===== src/rtl/floors_pkg.sv =====
// Shared constants, types and the LFSR step function for the scrolling floor field.
package floors_pkg;
  localparam int SCREEN_W = 640;
  localparam int SCREEN_H = 480;
  localparam logic [15:0] LFSR_POLY = 16'hB400;

  typedef struct packed {
    logic [2:0] r;
    logic [2:0] g;
    logic [1:0] b;
  } rgb_t;

  localparam rgb_t FLOOR_RGB = '{r: 3'd7, g: 3'd7, b: 2'd3};
  localparam rgb_t BG_RGB    = '{r: 3'd0, g: 3'd0, b: 2'd0};

  typedef enum logic {WAIT, UPDATE} state_t;

  typedef struct packed {
    logic [9:0] y;
    logic [9:0] gapX;
    logic [9:0] gapW;
  } floor_t;

  // Right-shifting Galois form: feedback taps applied when the bit shifted out is 1.
  function automatic logic [15:0] lfsrNext(input logic [15:0] s);
    return s[0] ? ((s >> 1) ^ LFSR_POLY) : (s >> 1);
  endfunction
endpackage


===== src/rtl/floor_lfsr.sv =====
// Free-running 16-bit Galois LFSR; steps every clock so gaps depend on player timing.
module floor_lfsr
  import floors_pkg::*;
#(
  parameter logic [15:0] SEED = 16'hACE1
) (
  input  logic        clk,
  input  logic        rst_n,
  output logic [15:0] state
);
  always_ff @(posedge clk or negedge rst_n) begin
    if (!rst_n) state <= SEED;
    else        state <= lfsrNext(state);
  end
endmodule


===== src/rtl/floor_slot.sv =====
// One floor: geometry registers, scroll/recycle update and pixel hit test.
// Gap drift is built when FLOORS_GAP_DRIFT_EN is defined.
module floor_slot
  import floors_pkg::*;
#(
  parameter int IDX         = 0,
  parameter int SPACING     = 160,
  parameter int FLOOR_THICK = 8,
  parameter int GAP_MIN     = 40
) (
  input  logic        clk,
  input  logic        rst_n,
  input  logic        upd,
  input  logic [2:0]  speed,
  input  logic [14:0] rnd,
  input  logic [9:0]  hc,
  input  logic [9:0]  vc,
  output floor_t      geom,
  output logic        wrap,
  output logic        hit
);
  localparam logic [9:0] Y_RST  = 10'((IDX + 1) * SPACING - FLOOR_THICK);
  localparam logic [9:0] GX_RST = 10'((IDX * SPACING) % 512);
  localparam logic [9:0] GW_RST = 10'(GAP_MIN);

  logic [9:0] spd10;
  logic [9:0] gapXKeep;
  assign spd10 = {7'd0, speed};
  assign wrap  = geom.y < spd10;

`ifdef FLOORS_GAP_DRIFT_EN
  logic dirRight;
  logic atEdge;
  assign atEdge   = dirRight ? (geom.gapX == 10'd511) : (geom.gapX == 10'd0);
  assign gapXKeep = atEdge ? geom.gapX : (dirRight ? geom.gapX + 10'd1 : geom.gapX - 10'd1);

  always_ff @(posedge clk or negedge rst_n) begin
    if (!rst_n)                       dirRight <= 1'((IDX % 2) == 0);
    else if (upd && !wrap && atEdge)  dirRight <= ~dirRight;
  end
`else
  assign gapXKeep = geom.gapX;
`endif

  always_ff @(posedge clk or negedge rst_n) begin
    if (!rst_n) begin
      geom <= '{y: Y_RST, gapX: GX_RST, gapW: GW_RST};
    end else if (upd) begin
      if (wrap) begin
        // y < speed here, so y + 480 - speed stays below 480
        geom.y    <= geom.y + 10'd480 - spd10;
        geom.gapX <= {1'b0, rnd[14:6]};
        geom.gapW <= GW_RST + {4'd0, rnd[5:0]};
      end else begin
        geom.y    <= geom.y - spd10;
        geom.gapX <= gapXKeep;
      end
    end
  end

  // 11-bit sums so a floor or gap near the top of the range never wraps
  logic [10:0] yEnd, gEnd, hc11, vc11;
  assign hc11 = {1'b0, hc};
  assign vc11 = {1'b0, vc};
  assign yEnd = {1'b0, geom.y} + 11'(FLOOR_THICK);
  assign gEnd = {1'b0, geom.gapX} + {1'b0, geom.gapW};
  assign hit  = (vc11 >= {1'b0, geom.y}) && (vc11 < yEnd) &&
                !((hc11 >= {1'b0, geom.gapX}) && (hc11 < gEnd));
endmodule


===== src/rtl/floor_field.sv =====
// Scrolling floor generator: per-frame update sequencer, recycle counter and registered pixel output.
// Optional gap drift enabled by defining FLOORS_GAP_DRIFT_EN.
module floor_field
  import floors_pkg::*;
#(
  parameter int          NUM_FLOORS  = 3,
  parameter int          FLOOR_THICK = 8,
  parameter int          SPACING     = 160,
  parameter int          GAP_MIN     = 40,
  parameter logic [15:0] LFSR_SEED   = 16'hACE1
) (
  input  logic                    clk,
  input  logic                    rst_n,
  input  logic                    frame_tick,
  input  logic                    run,
  input  logic [2:0]              speed,
  input  logic [9:0]              hc,
  input  logic [9:0]              vc,
  output logic [2:0]              r,
  output logic [2:0]              g,
  output logic [1:0]              b,
  output logic [10*NUM_FLOORS-1:0] floor_y,
  output logic [10*NUM_FLOORS-1:0] gap_x,
  output logic [10*NUM_FLOORS-1:0] gap_w,
  output logic                    busy,
  output logic                    wrap_pulse,
  output logic [15:0]             wrap_count
);
  localparam int IDX_W = (NUM_FLOORS > 1) ? $clog2(NUM_FLOORS) : 1;
  localparam logic [IDX_W-1:0] LAST = IDX_W'(NUM_FLOORS - 1);

  state_t           state, stateNxt;
  logic [IDX_W-1:0] idx, idxNxt;
  logic [15:0]      lfsr;
  logic             unusedLfsrMsb;

  floor_t                geom [NUM_FLOORS];
  logic [NUM_FLOORS-1:0] updVec, wrapVec, hitVec;

  floor_lfsr #(.SEED(LFSR_SEED)) uLfsr (.clk(clk), .rst_n(rst_n), .state(lfsr));
  assign unusedLfsrMsb = lfsr[15];

  always_ff @(posedge clk or negedge rst_n) begin
    if (!rst_n) begin
      state <= WAIT;
      idx   <= '0;
    end else begin
      state <= stateNxt;
      idx   <= idxNxt;
    end
  end

  always_comb begin
    stateNxt = state;
    idxNxt   = idx;
    case (state)
      WAIT:
        if (frame_tick && run) begin
          stateNxt = UPDATE;
          idxNxt   = '0;
        end
      UPDATE:
        if (idx == LAST) begin
          stateNxt = WAIT;
          idxNxt   = '0;
        end else begin
          idxNxt = idx + IDX_W'(1);
        end
      default: stateNxt = WAIT;
    endcase
  end

  assign busy = (state == UPDATE);

  for (genvar i = 0; i < NUM_FLOORS; i++) begin : gSlot
    floor_slot #(
      .IDX(i), .SPACING(SPACING), .FLOOR_THICK(FLOOR_THICK), .GAP_MIN(GAP_MIN)
    ) uSlot (
      .clk(clk), .rst_n(rst_n), .upd(updVec[i]), .speed(speed), .rnd(lfsr[14:0]),
      .hc(hc), .vc(vc), .geom(geom[i]), .wrap(wrapVec[i]), .hit(hitVec[i])
    );
    assign updVec[i]          = busy && (idx == IDX_W'(i));
    assign floor_y[10*i +: 10] = geom[i].y;
    assign gap_x[10*i +: 10]   = geom[i].gapX;
    assign gap_w[10*i +: 10]   = geom[i].gapW;
  end

  logic anyWrap;
  assign anyWrap = |(updVec & wrapVec);

  always_ff @(posedge clk or negedge rst_n) begin
    if (!rst_n) begin
      wrap_pulse <= 1'b0;
      wrap_count <= '0;
    end else begin
      wrap_pulse <= anyWrap;
      if (anyWrap && (wrap_count != 16'hFFFF)) wrap_count <= wrap_count + 16'd1;
    end
  end

  rgb_t pix;
  logic onScreen;
  assign onScreen = (hc < 10'(SCREEN_W)) && (vc < 10'(SCREEN_H));

  always_ff @(posedge clk or negedge rst_n) begin
    if (!rst_n) pix <= BG_RGB;
    else        pix <= ((|hitVec) && onScreen) ? FLOOR_RGB : BG_RGB;
  end

  assign r = pix.r;
  assign g = pix.g;
  assign b = pix.b;
endmodule

===== config.mk =====
export PLATFORM = sky130hd
export DESIGN_NAME = floor_field
export DESIGN_NICKNAME = d
export VERILOG_FILES = /design/src/rtl/floors_pkg.sv /design/src/rtl/floor_lfsr.sv /design/src/rtl/floor_slot.sv /design/src/rtl/floor_field.sv
export SDC_FILE = /design/constraint.sdc
export NUM_CORES = 1
export LEC_CHECK = 0
export ABC_AREA = 1
export BUFFER_PORTS_ARGS = -buffer_cell sky130_fd_sc_hd__buf_2
export CAP_MARGIN = 20
export CORE_MARGIN = 3
export CORE_UTILIZATION = 59
export DETAILED_ROUTE_END_ITERATION = 8
export GPL_ROUTABILITY_DRIVEN = 1
export PLACE_DENSITY = 0.89
export SYNTH_ARGS = -nofsm -noshare
export SYNTH_HDL_FRONTEND = slang
export SYNTH_SLANG_ARGS = --single-unit

===== constraint.sdc =====
create_clock -name clk -period 3.5 [get_ports clk]
set_input_delay 0.175 -clock clk [delete_from_list [all_inputs] [get_ports clk]]
set_output_delay 0.175 -clock clk [all_outputs]
set_load 0.05 [all_outputs]

**Yosys cells after proc, flatten, opt, wreduce, memory -nomap -nowiden**

Index checks and enable logic that the tools add are counted.

- Bits in registers: 131
- Input bits: 27
- Output and inout bits: 116
- Logic and storage cells: 95

- Add/subtract/negate cells: 18
- Magnitude comparators: 17
- Equal/unequal tests: 4
- Muxes and demuxes: 11
- Bitwise logic cells: 3
- Reduce and logical (&&, ||, !) cells: 25

Operators with widths:

| kind | count |
|---|---|
| less-than comparator 10 x 11 -> 1 bit | 6 |
| two-way mux 20 bit | 3 |
| subtractor 10 x 3 -> 10 bit | 6 |
| adder 10 x 4 -> 11 bit, second input constant | 3 |
| adder 9 x 10 -> 11 bit | 3 |
| adder 10 x 9 -> 10 bit, second input constant | 3 |
| >= comparator 10 bit | 3 |
| >= comparator 10 x 9 -> 1 bit | 3 |
| less-than comparator 10 x 3 -> 1 bit | 3 |
| adder 16 x 1 -> 16 bit, second input constant | 1 |
| logical AND 1 bit | 16 |
| two-way mux 16 bit | 1 |
| inequality test 16 bit, second input constant | 1 |
| less-than comparator 10 bit, second input constant | 1 |
| less-than comparator 10 x 9 -> 1 bit, second input constant | 1 |
| two-way mux 8 bit | 1 |
| adder 6 x 6 -> 7 bit, first input constant | 1 |
| AND reduction 2 bit | 3 |
| OR reduction 3 bit | 2 |
| two-way mux 2 bit | 2 |
| NOT 3 -> 4 bit | 1 |
| case mux 2 bit (2 select lines) | 1 |
| AND 3 bit | 1 |
| logical NOT 1 bit | 3 |
| 8 further kinds | 9 |

**Logic depth before layout (Yosys ltp)**

Gate-level depths: netlist of run 1.

- Depth after elaboration: 8
- Gate-level depth with buffers: 21
- Gate-level depth less buffers: 21

**Cells and area by module**

Synthesis of run 1 repeated with hierarchy kept, for this count alone.

- Cells, all modules: 1458
- Area total of the unflattened synthesis: 10865.4 um^2

Modules (own cells, without submodules):

| module | times used | cells each | area each (um^2) | sequential area each (um^2) |
|---|---|---|---|---|
| floor_slot at gSlot[1].uSlot | 1 | 424 | 3062.9 | 660.6 |
| floor_slot at gSlot[2].uSlot | 1 | 411 | 3014.1 | 661.9 |
| floor_slot at gSlot[0].uSlot | 1 | 411 | 3009.1 | 656.9 |
| floor_field | 1 | 183 | 1320.0 | 525.5 |
| floor_lfsr | 1 | 29 | 459.2 | 410.4 |

**Worst setup path before layout of run 1**

Ideal clock, no wire load.

- Kind: reg-to-reg
- Start point: register gSlot[0].uSlot.gapXKeep[0] (netlist name)
- End point: register pix (netlist bit b[0])
- Library setup time: 0.116 ns
- Arrival: 2.884 ns
- Data required time: 3.384 ns
- Setup slack: 0.500 ns
- Cell stages (with the launch flop): 22
- Path buffers: 0
- Clock period less this slack: 3.000 ns
- Cell sequence: dfrtp_1 ha_1 inv_1 fa_1 o21ai_0 a21oi_1 nor2_1 nor2_1 xor2_1 ha_1 nand2_1 inv_1 nand2_1 nand2_1 nand2_1 nand2_1 nor2_1 nand2_1 nand3_1 nand2_1 nor2_1 nor2_1

- Longest elaborated chain between the ends: 8
- Elaborated cells on any way between the ends: 9
- Those cells by class: add/sub (1); order compare (2); mux (1); reduce/logical (5)

Ends and longest elaborated chain:

| item | RTL line | RTL |
|---|---|---|
| adder 9 x 10 -> 11 bit | floor_slot.sv:66 | `assign gEnd = {1'b0, geom.gapX} + {1'b0, geom.gapW};` |
| less-than comparator 10 x 11 -> 1 bit | floor_slot.sv:68 | `!((hc11 >= {1'b0, geom.gapX}) && (hc11 < gEnd));` |
| logical AND 1 bit (*) | floor_slot.sv:68 |  |
| logical NOT 1 bit (*) | floor_slot.sv:68 |  |
| logical AND 1 bit (*) | floor_slot.sv:67 | `assign hit = (vc11 >= {1'b0, geom.y}) && (vc11 < yEnd) &&` |
| OR reduction 3 bit (*) | floor_field.sv:107 | `else pix <= ((\|hitVec) && onScreen) ? FLOOR_RGB : BG_RGB;` |
| logical AND 1 bit (*) | floor_field.sv:107 |  |
| two-way mux 8 bit (*) | floor_field.sv:107 |  |
| end signal: assignment | floor_field.sv:107 |  |
| end: declaration | floor_field.sv:101 | `rgb_t pix;` |

Every way passes the cells marked *; elsewhere a longest branch is shown, timed or not.
A chain may end at the register's enable or synchronous reset.

**Worst setup path after layout of run 1**

- Start point: register gSlot[0].uSlot.gapXKeep[0] (netlist name)
- End point: register pix (netlist bit b[0])

- Longest elaborated chain between the ends: 8
- Elaborated cells on any way between the ends: 9
- Those cells by class: add/sub (1); order compare (2); mux (1); reduce/logical (5)

Ends and longest elaborated chain:

| item | RTL line |
|---|---|
| adder 9 x 10 -> 11 bit | floor_slot.sv:66 |
| less-than comparator 10 x 11 -> 1 bit | floor_slot.sv:68 |
| logical AND 1 bit (*) | floor_slot.sv:68 |
| logical NOT 1 bit (*) | floor_slot.sv:68 |
| logical AND 1 bit (*) | floor_slot.sv:67 |
| OR reduction 3 bit (*) | floor_field.sv:107 |
| logical AND 1 bit (*) | floor_field.sv:107 |
| two-way mux 8 bit (*) | floor_field.sv:107 |

Marks and branches as above.

==> reports/results.ini, run 1 <==
[logic_synthesis]
synth-seq-cells = 115
synth-compound-area-share_pct = 11.1
synth_top_family_by_area = simple AND/OR/NAND/NOR gates
syn_inst = 1298
synth_top_area_cell = dfrtp_1
synth_simple_gate_area_share_pct = 22.6
yosysUniqueCellTypes = 50
synth.avg_cell_area_um2 = 7.84
ys.flop_type = dfrtp_1
synthTopCellsByArea = dfrtp_1 (21%), ha_1 (20%), nand2_1 (12%), dfstp_2 (7.7%), inv_1 (6.5%)
synthMuxAreaShare_pct = 0
synthAdderAreaFrac_pct = 22.5
synth-seq-area-share_pct = 28.7
synth-edff-count = 0
synthXorXnorAreaFrac_pct = 5.85
async_reset_ff_share_pct = 100
synth_area_um2 = 10200
yosys.area.top_type_share_pct = 20.9
yosysWarnings = 0

[clock_network]
cts_tree = yes
postCtsSetupBuffers = 0
postCtsResizedCells = 0
cts.clk_slew.worst_paths_ns = 0.06
htree_levels = 4
cts-buffers-inserted = 17
clock-sinks = 115
clk_latency_ns = 0.43
root_buffer = clkbuf_16
clock_path_buffers = 2

[pwr]
p_sw_mw = 4.06
comb_power_share_pct = 53.4
swShare_pct = 49.3
p_seq_share_pct = 24.0
leakagePower_nw = 5.89
p_int_mw = 4.17
p_clk_share_pct = 22.6
pwr_density_cell_nw_per_um2 = 712
ir_worst_vdd_v = 0.000652

[critical_path]
crit_path_end_kind = flip-flop
r2r_start = gSlot[0].uSlot.gapXKeep[0]
cp_top_family = simple AND/OR/NAND/NOR gates
cp_common_cell = nand2_1
required_ns = 3.82
critPathLaunchType = flip-flop
arrival_ns = 3.41
worst-path-buf-inv = 2
startpoint = gSlot[0].uSlot.gapXKeep[0]
slowest_stage = o21ai_0
critPathMaxStageDelay_ns = 0.46
cp_max_fo = 4
criticalPathCategory = reg -> reg
cp_cell_sequence = ha_1 > inv_1 > fa_1 > o21ai_0 > a21oi_1 > nor2_1 > nor2_1 > xor2_1 > ha_1 > nand2_1 > inv_1 > nand2_1 > nand2_1 > nand2_1 > nand2_1 > nor2_1 > nand2_1 > nand3_1 > nand2_1 > nor2_1 > nor2_1

[sta]
hold_viol = 0
finalSetupViolations = 0
slew_headroom_pct = 51.5
min_period_ns = 3.09
fmax_mhz = 323
final-max-slew-violation-count = 0
rsz0062_at_grt = false
worst_slack_ns = 0.405
fin_hold_ws_ns = 0.0321
finClkSkew_ns = 0.0112
setup_tns_ns = 0
worst_slew_pin_slew_ns = 0.718
period_share_pct = 88.4

[drt]
num_vias = 9365
wire_per_inst_um = 16.0
postRouteAntennaNets = 0
drt_wl_total_um = 26600
drc = 0
first_pass_iters = 7
viasPerCell = 5.64
drt-initial-drc-count = 665

[cells_and_area]
final_common_cell = nand2_1
fin_util_pct = 69.2
syn_to_final_growth_pct = 13.7
multi_input_area_um2 = 6360
final_cell_mix = nand2_1 (319), inv_1 (176), ha_1 (164), buf_2 (129), dfrtp_1 (85)
seqCellArea_um2 = 2920
num_antenna_cells = 0
fillCellCount = 1301
drive_gt1_share_pct = 16.2
nets = 1631

[floorplan]
die_h_um = 137
core_um2 = 16700
die_area_um2 = 18900
die_w_um = 137
ios = 143
start_util_pct = 60.9
rows = 47

[global_routing]
antenna_found_initial = 0
grt_pass1_vias = 9085
grt_start_max_net_pins = 65
grt_usage_pct = 29.0
grt_first_pass_wirelength_um = 43400
overflow = 0

[job]
cap_violations = 0

[place]
port_buffers = 130
place_ws_ns = 0.505
gp_congestion = 0.926
place_hpwl_um = 19700

[worst_hold_path]
min_from = run
hold_class = in -> reg

[run_status]
status = completed

-- path summary, 6_finish.rpt --
kind,endpoint,slack (ns),cells after the start
setup reg to reg,b[0],0.41,21
min in group asynchronous,gSlot[2].uSlot.geom[22],0.33,2
setup / recovery,b[0],0.41,21
hold / removal,busy,0.03,3
max in group asynchronous,uLfsr.state[7],2.35,3
hold reg to reg,uLfsr.state[6],0.35,0
-- area by class of cell --
cell class | count | share of cell area, %
clock inverter | 15 | 1.68
timing repair buffer | 133 | 5.97
inverter | 185 | 6.10
clock buffer | 17 | 3.68
sequential | 115 | 25.2
tap | 220 | 2.38
multi-input combinational | 976 | 55.0
-- routing by layer --
metal  vias to the layer above  GRT usage [%]  part of all wire [%]  wire length (µm)
li1                       4482              -                     -                 -
met1                      4407           36.0                    41             10900
met2                       366           48.7                    47             12600
met3                       110           5.44                   6.9              1820
met4                         0           13.6                   4.5              1210
met5                         -              0                     0                 0
-- sequential cells by signal, indices dropped and copies added (netlist names) --
signal	cells
uLfsr.state	16
wrap_count	16
idx	2
b	1
gSlot.uSlot.gapXKeep	27
wrap_pulse	1
gSlot.uSlot.geom	51
busy	1
-- worst min-delay path: stages --
cell     delay [ns]
buf_2          0.08
a21oi_1        0.06
nor2_1         0.10
-- Yosys cell counts, types with 3 or more instances --
master and instances:
inv_2 5, nand2_2 3, a21oi_1 70, o22ai_1 4, o21ai_0 73, a22oi_1 4, o21ai_2 6, dfstp_2 30
nand4_1 10, nor2_1 81, dfrtp_1 85, fa_1 12, o211ai_1 11, inv_1 176, buf_4 19, xor2_1 51
o21ai_1 14, xnor2_1 17, nand3b_1 7, nand3_1 53, nand3_4 4, clkbuf_1 8, o311ai_0 3, nand3_2 4
nor2_2 3, nand2_4 3, nor2_4 3, ha_1 164, buf_6 3, o31ai_1 6, nand2_1 319, a21o_1 7
nor3_1 19
-- stage by stage --
step	std cells	power, mW	instance area (µm²)
2_1_floorplan	1309	5.37	10200
6_report	1661	8.23	11600
5_1_grt	1661	8.86	11600
4_1_cts	1661	8.22	11600
3_5_place_dp	1628	6.30	10900
3_3_place_gp	1628	6.17	10900
-- power groups by stage --
stage,clock network [mW],logic [mW],registers [mW]
final,1.86,4.40,1.98
after global placement,0,4.19,1.98
after floorplan,0,2.70,2.67
after global routing,1.94,4.90,2.02
after detailed placement,0,4.32,1.99
after CTS,1.88,4.38,1.97
-- kinds of logic (layout without fill, tap and decap cells) --
group / count (synthesis) / after routing
AOI/OAI and AO/OA: 202 / 202
xor gates and xnor gates: 68 / 68
adders and majority gates: 176 / 176
buffers and inverters: 218 / 350
DFF: 115 / 115
other: 1 / 12
and+or+nand+nor: 518 / 518
-- repair_timing --
action / 4_1_cts / 5_1_grt
setup endpoints to repair: 0 / 0
endpoints found under the hold margin: 36 / 0
hold buffers: 1 / 0
No activity file was read; power rests on OpenSTA's default activity.
==> run 2, diff against run 1 <==
--- a/config.mk
+++ b/config.mk
@@ -8,8 +8,10 @@
 export ABC_AREA = 1
 export BUFFER_PORTS_ARGS = -buffer_cell sky130_fd_sc_hd__buf_2
 export CAP_MARGIN = 20
+export CELL_PAD_IN_SITES_DETAIL_PLACEMENT = 0
+export CELL_PAD_IN_SITES_GLOBAL_PLACEMENT = 1
 export CORE_MARGIN = 3
-export CORE_UTILIZATION = 59
+export CORE_UTILIZATION = 44
 export DETAILED_ROUTE_END_ITERATION = 8
 export GPL_ROUTABILITY_DRIVEN = 1
 export PLACE_DENSITY = 0.89
==> run 2 against run 1 <==
- first-iteration DRC count shrank 35%
- maximum frequency grew 2.7%
- clock skew grew 0.0033 ns
- worst setup slack gained 0.083 ns
- non-clock buffer count grew 6
- sequential share of layout area shrank 0.37 points
- register-to-register slack gained 0.08 ns
- global-route usage shrank 7.2 points
- routed wire length grew 1.3%
- via count shrank 5.7%
==> reports/results.ini, run 2 (synthesis results as in run 1) <==
[clock_network]
postCtsResizedCells = 0  ; unchanged
clock_path_buffers = 2  ; unchanged
cts.clk_slew.worst_paths_ns = 0.06  ; about the same
postCtsSetupBuffers = 0  ; unchanged
clk_latency_ns = 0.43  ; about the same
root_buffer = clkbuf_16  ; unchanged
htree_levels = 4  ; unchanged
clock-sinks = 115  ; unchanged
cts_tree = yes  ; unchanged
cts-buffers-inserted = 17  ; unchanged
cts-hold-fix-buffers = 1  ; unchanged

[pwr]
p_total_mw = 8.38  ; was 8.23 mW
swShare_pct = 47.7  ; was 49.3%
p_clk_share_pct = 24.5  ; was 22.6%
comb_power_share_pct = 51.9  ; was 53.4%
leakagePower_nw = 5.94  ; was 5.89 nW
pwr_density_cell_nw_per_um2 = 714  ; was 712 nW/µm²
p_int_mw = 4.38  ; was 4.17 mW
ir_worst_vdd_v = 0.000508  ; was 0.000652 V
p_seq_share_pct = 23.6  ; was 24.0%
p_sw_mw = 4.00  ; was 4.06 mW

[cells_and_area]
design_area_um2 = 11700  ; was 11600 µm²
final_common_cell = nand2_1  ; unchanged
final_cell_mix = nand2_1 (319), inv_1 (176), ha_1 (164), buf_2 (129), dfrtp_1 (85)  ; unchanged
regMostFlops = gSlot.uSlot.geom  ; unchanged
fin_cells = 1732  ; was 1661
fin_util_pct = 51.7  ; was 69.2%
largest_reg_flops = 51  ; unchanged
syn_to_final_growth_pct = 15.4  ; was 13.7%
num_antenna_cells = 0  ; unchanged
nets = 1637  ; was 1631
drive_gt1_share_pct = 16.5  ; was 16.2%

[global_routing]
antenna_found_initial = 0  ; unchanged
grt_first_pass_wirelength_um = 42600  ; was 43400 µm
grt_pass1_vias = 8280  ; was 9085
grt_start_max_net_pins = 58  ; was 65
overflow = 0  ; unchanged
grt_usage_pct = 21.8  ; was 29.0%

[place]
port_buffers = 130  ; unchanged
dp_cells = 1699  ; was 1628
gp_congestion = 0.928  ; was 0.926
place_hpwl_um = 21000  ; was 19700 µm
placedInstanceArea_um2 = 11000  ; was 10900 µm²

[sta]
min_period_ns = 3.01  ; was 3.09 ns
final-max-slew-violation-count = 0  ; unchanged
slew_headroom_pct = 46.5  ; was 51.5%
setup_tns_ns = 0  ; unchanged
finClkSkew_ns = 0.0145  ; was 0.0112 ns
worst_slew_pin_slew_ns = 0.803  ; was 0.718 ns
period_share_pct = 86.1  ; was 88.4%
fmax_mhz = 332  ; was 323 MHz
finalSetupViolations = 0  ; unchanged
hold_viol = 0  ; unchanged
rsz0062_at_grt = false  ; unchanged

[drt]
first_pass_iters = 5  ; was 7
wire_per_inst_um = 15.5  ; was 16.0 µm
drt-initial-drc-count = 433  ; was 665
drc = 0  ; unchanged
drt_wl_total_um = 26900  ; was 26600 µm
viasPerCell = 5.10  ; was 5.64
postRouteAntennaNets = 0  ; unchanged
num_vias = 8830  ; was 9365

[floorplan]
die_h_um = 158  ; was 137 µm
rows = 55  ; was 47
start_util_pct = 44.8  ; was 60.9%
die_area_um2 = 25000  ; was 18900 µm²
ios = 143  ; unchanged
die_w_um = 158  ; was 137 µm
core_um2 = 22700  ; was 16700 µm²

[critical_path]
slowest_stage = o21ai_0  ; unchanged
cp_max_fo = 4  ; unchanged
critPathMaxStageDelay_ns = 0.46  ; about the same
cp_common_cell = nor2_1  ; was nand2_1
required_ns = 3.81  ; was 3.82 ns
critPathLaunchType = flip-flop  ; unchanged
worst-path-buf-inv = 2  ; unchanged
criticalPathCategory = reg -> reg  ; unchanged
cp_top_family = adder cells  ; was simple AND/OR/NAND/NOR gates
cp_cell_sequence = ha_1 > inv_1 > fa_1 > o21ai_0 > a21oi_1 > nor2_1 > nor2_1 > xor2_1 > ha_1 > nand2_1 > inv_1 > nand2_1 > nand2_1 > nand2_1 > nand3_1 > a21oi_1 > nor2_1 > nor2_1 > nor2_1  ; was ha_1 > inv_1 > fa_1 > o21ai_0 > a21oi_1 > nor2_1 > nor2_1 > xor2_1 > ha_1 > nand2_1 > inv_1 > nand2_1 > nand2_1 > nand2_1 > nand2_1 > nor2_1 > nand2_1 > nand3_1 > nand2_1 > nor2_1 > nor2_1
arrival_ns = 3.33  ; was 3.41 ns
crit_path_end_kind = flip-flop  ; unchanged

[job]
cap_violations = 0  ; unchanged

[worst_hold_path]
hold_class = in -> reg  ; unchanged

[run_status]
status = completed  ; unchanged

run 2: per-layer routing:
| metal | track usage, % | vias up | wire length (µm) |
|---|---|---|---|
| met3 | 3.09 | 26 | 999 |
| met5 | 0 | - | 0 |
| met2 | 36.6 | 171 | 12900 |
| met1 | 29.5 | 4143 | 12600 |
| met4 | 5.90 | 0 | 410 |
| li1 | - | 4490 | - |
run 2: worst reg2reg max path, cell delays in order (launching register included):
cell	delay, ns
dfrtp_1	0.39
ha_1	0.18
inv_1	0.05
fa_1	0.38
o21ai_0	0.46
a21oi_1	0.14
nor2_1	0.11
nor2_1	0.05
xor2_1	0.14
ha_1	0.30
nand2_1	0.09
inv_1	0.05
nand2_1	0.06
nand2_1	0.05
nand2_1	0.06
nand3_1	0.07
a21oi_1	0.12
nor2_1	0.06
nor2_1	0.10
nor2_1	0.04
run 2: stage by stage:
step,hold slack [ns],worst slack (ns)
finish,0.0320,0.488
detailed placement,0.306,0.545
global placement,0.299,0.583
floorplan,-0.121,0.500
CTS,0.0192,0.529
global route,0.0646,0.188
run 2: power groups by stage:
stage	Combinational, mW	Clock [mW]	Sequential, mW
detailed placement	4.34	0	1.99
global route	4.89	2.15	2.02
floorplan	2.70	0	2.67
global placement	4.27	0	2.00
finish	4.35	2.05	1.98
CTS	4.37	2.09	1.98
run 2: area by class of cell:
cell class	instances	area [µm²]
Clock buffer	18	429
Clock inverter	14	250
Fill cell	2227	11000
Inverter	185	706
Multi-Input combinational cell	976	6360
Sequential cell	115	2920
Tap cell	285	357
Timing Repair Buffer	139	723
run 2: worst paths after layout:
check	to	depth (start not counted)	start	slack, ns
min in group asynchronous	gSlot[2].uSlot.geom[22]	2	rst_n	0.37
max reg2reg	b[0]	19	gSlot[2].uSlot.gapXKeep[0]	0.49
max	b[0]	19	gSlot[2].uSlot.gapXKeep[0]	0.49
min reg2reg	uLfsr.state[5]	0	uLfsr.state[6]	0.36
min	busy	3	run	0.03
max in group asynchronous	uLfsr.state[0]	3	rst_n	2.25
==> run 3, diff against run 2 <==
==> constraint.sdc (replaced) <==
create_clock -name clk -period 3 [get_ports clk]
set_input_delay 0.15 -clock clk [delete_from_list [all_inputs] [get_ports clk]]
set_output_delay 0.15 -clock clk [all_outputs]
set_load 0.05 [all_outputs]
==> run 3 against run 2 <==
- worst hold slack worse by 0.0022 ns
- global-route usage is 0.15 points higher
- combinational power is 17% higher
- final cell count hardly changed
- die area stayed put
- register-to-register slack worse by 0.24 ns
- via count is 0.33% lower
- routed wire length is 0.58% lower
- sequential share of layout area is 0.21 points higher
- largest power group unchanged
- power is 11% higher
- clock skew hardly changed
- utilization is 0.41 points lower
==> reports/results.ini, run 3 (synthesis results as in run 1) <==
[run_status]
status = completed  ; unchanged

[clock_network]
clock-sinks = 115  ; unchanged
cts.clk_slew.worst_paths_ns = 0.06  ; about the same
htree_levels = 4  ; unchanged
cts_tree = yes  ; unchanged
root_buffer = clkbuf_16  ; unchanged
postCtsSetupBuffers = 0  ; unchanged
clk_latency_ns = 0.42  ; was 0.43 ns
cts-buffers-inserted = 17  ; unchanged
clock_path_buffers = 2  ; unchanged

[pwr]
leakagePower_nw = 5.89  ; was 5.94 nW
ir_worst_vdd_v = 0.000579  ; was 0.000508 V
pwr_density_cell_nw_per_um2 = 800  ; was 714 nW/µm²

[cells_and_area]
drive_gt1_share_pct = 16.9  ; was 16.5%
num_antenna_cells = 0  ; unchanged
fillCellCount = 2247  ; was 2227
final_common_cell = nand2_1  ; unchanged
nets = 1636  ; was 1637
regMostFlops = gSlot.uSlot.geom  ; unchanged
syn_to_final_growth_pct = 14.5  ; was 15.4%
largest_reg_flops = 51  ; unchanged
design_area_um2 = 11600  ; was 11700 µm²
final_cell_mix = nand2_1 (319), inv_1 (176), ha_1 (163), buf_2 (129), dfrtp_1 (84)  ; was nand2_1 (319), inv_1 (176), ha_1 (164), buf_2 (129), dfrtp_1 (85)

[global_routing]
grt_pass1_vias = 8491  ; was 8280
overflow = 0  ; unchanged
grt_usage_pct = 21.9  ; was 21.8%
grt_start_max_net_pins = 68  ; was 58
grt_first_pass_wirelength_um = 43400  ; was 42600 µm
antenna_found_initial = 0  ; unchanged

[drt]
drt-initial-drc-count = 455  ; was 433
drc = 0  ; unchanged
first_pass_iters = 5  ; unchanged
wire_per_inst_um = 15.5  ; about the same
viasPerCell = 5.08  ; was 5.10
drt_wl_total_um = 26800  ; was 26900 µm
num_vias = 8801  ; was 8830
postRouteAntennaNets = 0  ; unchanged

[worst_hold_path]
hold_class = in -> reg  ; unchanged
whs_endpoint = busy  ; unchanged
worstHoldPathCells = 3  ; unchanged
min_from = run  ; unchanged

[floorplan]
start_util_pct = 44.8  ; unchanged
die_h_um = 158  ; unchanged
die_area_um2 = 25000  ; unchanged
ios = 143  ; unchanged
die_w_um = 158  ; unchanged
rows = 55  ; unchanged
core_um2 = 22700  ; unchanged

[critical_path]
cp_max_fo = 4  ; unchanged
critPathLaunchType = flip-flop  ; unchanged
reg2reg_to = b[0]  ; unchanged
worstRegToRegCells = 19  ; unchanged
reg2reg_slack_ns = 0.25  ; was 0.49 ns
criticalPathCategory = reg -> reg  ; unchanged
required_ns = 3.31  ; was 3.81 ns
arrival_ns = 3.06  ; was 3.33 ns
crit_path_end_kind = flip-flop  ; unchanged
r2r_start = gSlot[2].uSlot.gapXKeep[0]  ; unchanged

[place]
gp_congestion = 0.893  ; was 0.928
port_buffers = 130  ; unchanged
place_hpwl_um = 20900  ; was 21000 µm
placedInstanceArea_um2 = 11100  ; was 11000 µm²

[sta]
hold_viol = 0  ; unchanged
finalSetupViolations = 0  ; unchanged
period_share_pct = 91.6  ; was 86.1%
rsz0062_at_grt = false  ; unchanged
worst_slew_pin_slew_ns = 0.685  ; was 0.803 ns
slew_headroom_pct = 54.3  ; was 46.5%
min_period_ns = 2.75  ; was 3.01 ns
final-max-slew-violation-count = 0  ; unchanged
setup_tns_ns = 0  ; unchanged
fmax_mhz = 364  ; was 332 MHz
finClkSkew_ns = 0.0144  ; was 0.0145 ns

[job]
cap_violations = 0  ; unchanged

[run 3: cell count changes in the layout (fill, tap and decap cells not counted), sizes merged]
cell / previous run / this run
clkbuf: 18 / 17
clkinv: 6 / 9
clkinvlp: 0 / 2
bufinv: 6 / 1
inv: 187 / 188
buf: 138 / 137
[run 3: area by class of cell]
class,instances,area (µm²),area share (%)
Clock buffer,17,425,3.65
Clock inverter,15,131,1.13
Inverter,185,706,6.06
Multi-Input combinational cell,976,6380,54.8
Sequential cell,115,2920,25.0
Tap cell,285,357,3.06
Timing Repair Buffer,138,728,6.25
[run 3: routing by layer]
layer / global-route usage, % / routed length [µm] / vias to the layer above
met5: 0 / 0 / -
met2: 36.7 / 12700 / 175
met3: 3.42 / 1150 / 27
met4: 5.33 / 395 / 0
met1: 29.9 / 12500 / 4106
li1: - / - / 4493
[run 3: worst max-delay path by stage]
| stage | slack, ns | endpoint | start |
|---|---|---|---|
| after floorplan | 0.007 | b[0] | gSlot[1].uSlot.gapXKeep[0] |
| after global placement | 0.14 | b[0] | gSlot[2].uSlot.gapXKeep[0] |
| after detailed placement | 0.07 | b[0] | gSlot[2].uSlot.gapXKeep[0] |
| after CTS | 0.05 | b[0] | gSlot[1].uSlot.gapXKeep[0] |
| after global routing | 0.007 | b[0] | gSlot[0].uSlot.gapXKeep[0] |
| final | 0.25 | b[0] | gSlot[2].uSlot.gapXKeep[0] |
[run 3: where the power goes]
group	switching [mW]	internal [mW]	leakage, nW	total [mW]
sequential	0.404	1.90	1.45	2.31
clock	0.803	1.14	0.274	1.95
combinational	3.44	1.63	4.16	5.07
[run 3: what timing repair did]
| action | 4_1_cts | 5_1_grt |
|---|---|---|
| resized for setup | 0 | 7 |
| endpoints found under the setup margin | 0 | 1 |
| endpoints found under the hold margin | 39 | 0 |
| hold buffers | 1 | 0 |
[run 3: critical path: stages (launching register included)]
cell and delay (ns):
dfrtp_1 0.39, ha_1 0.20, inv_1 0.07, fa_1 0.42, o21ai_2 0.22, a21oi_1 0.10, nor2_1 0.09, nor2_1 0.05
xor2_1 0.14, ha_1 0.29, nand2_1 0.09, inv_1 0.04, nand2_1 0.05, nand2_1 0.04, nand2_1 0.06, nand3_1 0.07
a21oi_1 0.12, nor2_1 0.06, nor2_1 0.10, nor2_1 0.04
[run 3: through the flow]
stage | hold WS, ns | std cells | power [mW] | util, % | worst slack, ns
finish | 0.0298 | 1731 | 9.32 | 51.3 | 0.252
detailed placement | 0.227 | 1698 | 7.38 | 48.7 | 0.0689
floorplan | -0.146 | 1309 | 6.26 | - | 0.00704
global placement | 0.223 | 1698 | 7.30 | 48.7 | 0.137
global route | 0.0617 | 1731 | 10.1 | 51.3 | 0.00712
CTS | 0.0146 | 1731 | 9.38 | 51.2 | 0.0505
